### src/rtl/goto_rep_monitor.sv
// Goto-repetition checker: after each accepted rising edge of a_i, require
// N_HITS (not necessarily consecutive) b_i beats within a TIMEOUT-edge window.
module goto_rep_monitor #(
    parameter int N_HITS  = 2,
    parameter int TIMEOUT = 16,
    parameter int CNT_W   = 8
) (
    input  logic             clk_i,
    input  logic             rst_ni,
    input  logic             en_i,
    input  logic             a_i,
    input  logic             b_i,
    output logic             busy_o,
    output logic             pass_o,
    output logic             fail_o,
    output logic [CNT_W-1:0] hit_cnt_o,
    output logic [15:0]      pass_total_o,
    output logic [15:0]      fail_total_o,
    output logic [15:0]      drop_total_o
);

    typedef enum logic [0:0] {
        ST_IDLE = 1'b0,
        ST_WAIT = 1'b1
    } state_e;

    localparam logic [CNT_W-1:0] ZERO  = {CNT_W{1'b0}};
    localparam logic [CNT_W-1:0] ONE   = {{(CNT_W-1){1'b0}}, 1'b1};
    localparam logic [CNT_W-1:0] N_LIM = CNT_W'(N_HITS);
    localparam logic [CNT_W-1:0] T_LIM = CNT_W'(TIMEOUT);
    localparam bit               HAS_TO = (TIMEOUT != 0);

    // Totals stick at all-ones rather than wrapping.
    function automatic logic [15:0] sat_inc(input logic [15:0] v);
        return (v == 16'hFFFF) ? v : v + 16'd1;
    endfunction

    state_e           state_q, state_d;
    logic             a_q;
    logic [CNT_W-1:0] hit_q, hit_d;
    logic [CNT_W-1:0] win_q, win_d;
    logic             busy_q, pass_q, fail_q;
    logic [15:0]      pass_tot_q, fail_tot_q, drop_tot_q;

    logic             rose_s;
    logic [CNT_W-1:0] beat_s;
    logic [CNT_W-1:0] hit_inc_s;
    logic             pass_d, fail_d, drop_d;

    // Next-state, beat counting and window evaluation.
    always_comb begin
        rose_s    = a_i & ~a_q;
        beat_s    = b_i ? ONE : ZERO;
        hit_inc_s = hit_q + beat_s;
        state_d   = state_q;
        hit_d     = hit_q;
        win_d     = win_q;
        pass_d    = 1'b0;
        fail_d    = 1'b0;
        drop_d    = 1'b0;
        case (state_q)
            ST_IDLE: begin
                if (rose_s && en_i) begin
                    // Overlapping implication: the trigger edge's beat counts.
                    hit_d = beat_s;
                    win_d = ONE;
                    if (beat_s == N_LIM) begin
                        pass_d  = 1'b1;
                        state_d = ST_IDLE;
                    end else if (HAS_TO && (T_LIM == ONE)) begin
                        fail_d  = 1'b1;
                        state_d = ST_IDLE;
                    end else begin
                        state_d = ST_WAIT;
                    end
                end else begin
                    state_d = ST_IDLE;
                end
            end
            ST_WAIT: begin
                drop_d = rose_s;
                if (!en_i) begin
                    state_d = ST_IDLE;
                end else if (b_i && (hit_inc_s == N_LIM)) begin
                    hit_d   = hit_inc_s;
                    pass_d  = 1'b1;
                    state_d = ST_IDLE;
                end else if (HAS_TO && ((win_q + ONE) == T_LIM)) begin
                    hit_d   = hit_inc_s;
                    fail_d  = 1'b1;
                    state_d = ST_IDLE;
                end else begin
                    hit_d   = hit_inc_s;
                    state_d = ST_WAIT;
                    if (HAS_TO) begin
                        win_d = win_q + ONE;
                    end else begin
                        win_d = win_q;
                    end
                end
            end
            default: begin
                state_d = ST_IDLE;
            end
        endcase
    end

    // State, registered pulses and saturating totals.
    always_ff @(posedge clk_i or negedge rst_ni) begin
        if (!rst_ni) begin
            state_q    <= ST_IDLE;
            a_q        <= 1'b0;
            hit_q      <= ZERO;
            win_q      <= ZERO;
            busy_q     <= 1'b0;
            pass_q     <= 1'b0;
            fail_q     <= 1'b0;
            pass_tot_q <= 16'h0000;
            fail_tot_q <= 16'h0000;
            drop_tot_q <= 16'h0000;
        end else begin
            state_q <= state_d;
            a_q     <= a_i;
            hit_q   <= hit_d;
            win_q   <= win_d;
            busy_q  <= (state_d == ST_WAIT);
            pass_q  <= pass_d;
            fail_q  <= fail_d;
            if (pass_d) begin
                pass_tot_q <= sat_inc(pass_tot_q);
            end else begin
                pass_tot_q <= pass_tot_q;
            end
            if (fail_d) begin
                fail_tot_q <= sat_inc(fail_tot_q);
            end else begin
                fail_tot_q <= fail_tot_q;
            end
            if (drop_d) begin
                drop_tot_q <= sat_inc(drop_tot_q);
            end else begin
                drop_tot_q <= drop_tot_q;
            end
        end
    end

    assign busy_o       = busy_q;
    assign pass_o       = pass_q;
    assign fail_o       = fail_q;
    assign hit_cnt_o    = hit_q;
    assign pass_total_o = pass_tot_q;
    assign fail_total_o = fail_tot_q;
    assign drop_total_o = drop_tot_q;

endmodule

### config.mk
export PLATFORM = sky130hd
export DESIGN_NAME = goto_rep_monitor
export DESIGN_NICKNAME = d
export VERILOG_FILES = /design/src/rtl/goto_rep_monitor.sv
export SDC_FILE = /design/constraint.sdc
export NUM_CORES = 1
export LEC_CHECK = 0
export ABC_AREA = 1
export BUFFER_PORTS_ARGS = -buffer_cell sky130_fd_sc_hd__buf_2
export CAP_MARGIN = 10
export CORE_UTILIZATION = 50
export DETAILED_ROUTE_END_ITERATION = 8
export GPL_TIMING_DRIVEN = 0
export HOLD_SLACK_MARGIN = 0.1
export PLACE_DENSITY = 0.75
export SLEW_MARGIN = 5
export SYNTH_ARGS = -nofsm -noshare
export SYNTH_HDL_FRONTEND = slang
export SYNTH_SLANG_ARGS = --single-unit
export TNS_END_PERCENT = 50
### constraint.sdc
create_clock -name clk_i -period 2.1 [get_ports clk_i]
set_clock_uncertainty 0.2 [all_clocks]
set_input_delay 0.105 -clock clk_i [delete_from_list [all_inputs] [get_ports clk_i]]
set_output_delay 0.105 -clock clk_i [all_outputs]
set_load 0.02 [all_outputs]
==> run_results.csv <==
group,metric,value,unit
run_status,status,"finished, violations left",
run_status,violations,"negative setup slack",
critical_path,path_common_cell,"nor2_2",
yosys,avgSynthCellArea,7.60,µm²
floorplan,core,7410,µm²
pwr,power_leakage,0.00253,µW
cts,root_buffer,"clkbuf_8",
critical_path,worstPathCellList,"ha_4 > nand4_1 > o21ai_1 > nand2_2 > nor2_2 > nand3_2 > nor2_4 > buf_6 > nand2_4 > nor2_2 > nor2_1",
critical_path,crit_buf_inv,1,
sta,period_needed,2.25,ns
critical_path,r2r-start,"win_q[1]$_DFFE_PN0P_",
sta,fin_crit_sh,107,%
cts,cts_inserted_buffers,9,
sta,timing.final.ws_setup,-0.153,ns
drt,ant_nets,0,
place,place_hpwl,6110,µm
yosys,synth_nets,525,
cts,cts_tree,"built",
sta,hold_violations,0,
sta,rsz0062_at_grt,"true",
sta,worst_slew_pin_slew,0.497,ns
cts,clk_pin_slew,0.07,ns
final_layout,syn_to_final_growth,32.0,%
final_layout,final_nets,626,
floorplan,start_util,52.6,%
floorplan,die_h,90.3,µm
critical_path,endpoint_kind,"register",
sta,setup_viol,48,
min_path,worstHoldPathType,"in -> async",
cts,cts_num_sinks,68,
global_routing,grt_max_degree,69,
run,drv_cap,0,
pwr,ir_worst_vdd,357,µV
yosys,synth_edf_count,0,
sta,fin_tns_setup,-3.74,ns
critical_path,max_stage_delay,0.43,ns
yosys,async_flop_share,100,%
global_routing,grt-ovfl-total,0,
yosys,synth_flop_cell,"dfrtp_1",
sta,max_freq,444,MHz
cts,cts.path.max_buffers,2,
drt,wl_per_cell,13.6,µm
place,place_congestion,0.848,
critical_path,worstSetupPathType,"reg -> reg",
global_routing,grt_pass1_vias,3549,
drt,wirelength,9730,µm
floorplan,die-area,8150,µm²
critical_path,slowest_stage,"dfrtp_1",
final_layout,antennaDiodeCount,0,
critical_path,critical_path_arrival,2.29,ns
critical_path,cp-startpoint,"win_q[1]$_DFFE_PN0P_",
yosys,synth_area_leader_cell,"dfrtp_1",
global_routing,antenna_found_initial,0,
final_layout,fin_area,5150,µm²
drt,vias,3760,
cts,clkLatencyLatePin,0.34,ns
critical_path,cp_top_family,"simple AND/OR/NAND/NOR gates",
floorplan,dieWidth,90.3,µm
floorplan,row_count,31,
yosys,synth_top_cells_by_count,"157 x nand2_1, 68 x dfrtp_1, 62 x inv_1",
place,io_buffers,63,
yosys,synth.cell_area,3900,µm²
place,pre_cts_slack,-0.214,ns
yosys,synthCells,513,
yosys,ys_types,29,
drt,drc_errors,0,
floorplan,io_pins,64,
sta,whs,0.0945,ns
pwr,power,3500,µW
pwr,power_density,680,nW/µm²
sta,slew_headroom,66.9,%
place,postPlaceCellArea,4380,µm²
critical_path,cp_data_required_time,2.13,ns
drt,drt_iter0_markers,170,
critical_path,startpoint_type,"register",
global_routing,grt_pass1_wl,15600,µm
cts,ctsHtreeMaxLevel,3,
sta,drv_slew,0,
critical_path,crit_fanout,5,
yosys,yosysTopAreaCellShare,43.6,%
final_layout,layout-drive-gt1-share,28.4,%
global_routing,track_usage,23.3,%
yosys,ys_ff_latch,68,
yosys,ys_seq_area_share,43.6,%
drt,firstDrtPassIters,4,
yosys,synth_area_leaders,"dfrtp_1 44%, nand2_1 15%, inv_1 6.0%, nand3_1 5.8%, nand4_1 5.0%",
drt,post_drt_via_cell_ratio,5.24,
yosys,yosysWarnings,0,
yosys,synth.most_common_cell,"nand2_1",
==> cells in the final DEF, fill, tap and decap left out, drive strengths merged, types with 13 or more instances in the layout <==
master / count
inv: 62
buf: 92
nand2: 162
nor2: 60
nand3: 48
dfrtp: 68
clkbuf: 14
xor2: 14
nor3: 13
xnor2: 14
nand4: 31
==> per-stage QoR <==
step                      utilization [%]  instances
after floorplan                         -        513
after global placement               58.7        675
after detailed placement             59.1        676
after CTS                            65.0        708
after global routing                 69.5        718
final                                69.5        718
==> power by group <==
group	internal (µW)	leakage, µW	switching [µW]	total, µW
registers	1400	0.000889	143	1550
clock network	701	0.000107	503	1200
logic	306	0.00153	443	749
==> worst min-delay path, stage by stage <==
cell	delay (ns)
dlygate4sd3_1	0.52
buf_4	0.12
buf_16	0.28
==> path summary, 6_finish.rpt <==
path,slack [ns],to,cells past startpoint
worst min-delay path,0.09,hit_cnt_o[1]$_DFFE_PN0P_,3
min in group clk_i,0.14,hit_cnt_o[0]$_DFFE_PN0P_,4
worst max register to register,-0.15,fail_total_o[1]$_DFFE_PN0P_,11
worst max-delay path,-0.15,fail_total_o[1]$_DFFE_PN0P_,11
max in group asynchronous,1.31,pass_o$_DFF_PN0_,3
worst min register to register,0.29,drop_total_o[15]$_DFFE_PN0P_,1
==> metal layers <==
metal  track usage [%]  part of all wire (%)  vias up
li1                  -                     -     1865
met1              29.8                    44     1782
met2              39.5                    50       92
met4              9.27                   2.1        0
met3              3.96                   4.0       21
met5                 0                     0        -
==> layout make-up <==
class / count / area, µm²
Timing Repair Buffer: 90 / 603
Multi-Input combinational cell: 374 / 2190
Clock buffer: 12 / 145
Fill cell: 619 / 2260
Clock inverter: 4 / 72.6
Sequential cell: 68 / 1710
Tap cell: 99 / 124
Buffer: 8 / 68.8
Inverter: 63 / 241
==> logic make-up after synthesis <==
group	Yosys count	synth area share (%)
AO/OA/AOI/OAI	21	3.05
XOR/XNOR	28	6.29
AND/OR/NAND/NOR	318	37.2
flip-flops	68	43.6
buffers and inverters	71	7.57
adder cells (fa/ha/maj)	7	2.25
==> flip-flops by register name, summed over array words and instances, names as in the netlist <==
name,cells
fail_total_o,16
a_q,1
busy_o,1
fail_o,1
win_q,8
pass_o,1
pass_total_o,16
hit_cnt_o,8
drop_total_o,16
==> repair_timing <==
item / in CTS / in global routing
pin swaps: 12 / 27
setup endpoints to repair: 39 / 53
hold endpoints to repair: 77 / 0
hold buffers: 4 / 0
setup buffers: 11 / 8
resized for setup: 19 / 69
gates cloned: 1 / 2
(Power assumes the default switching activity.)
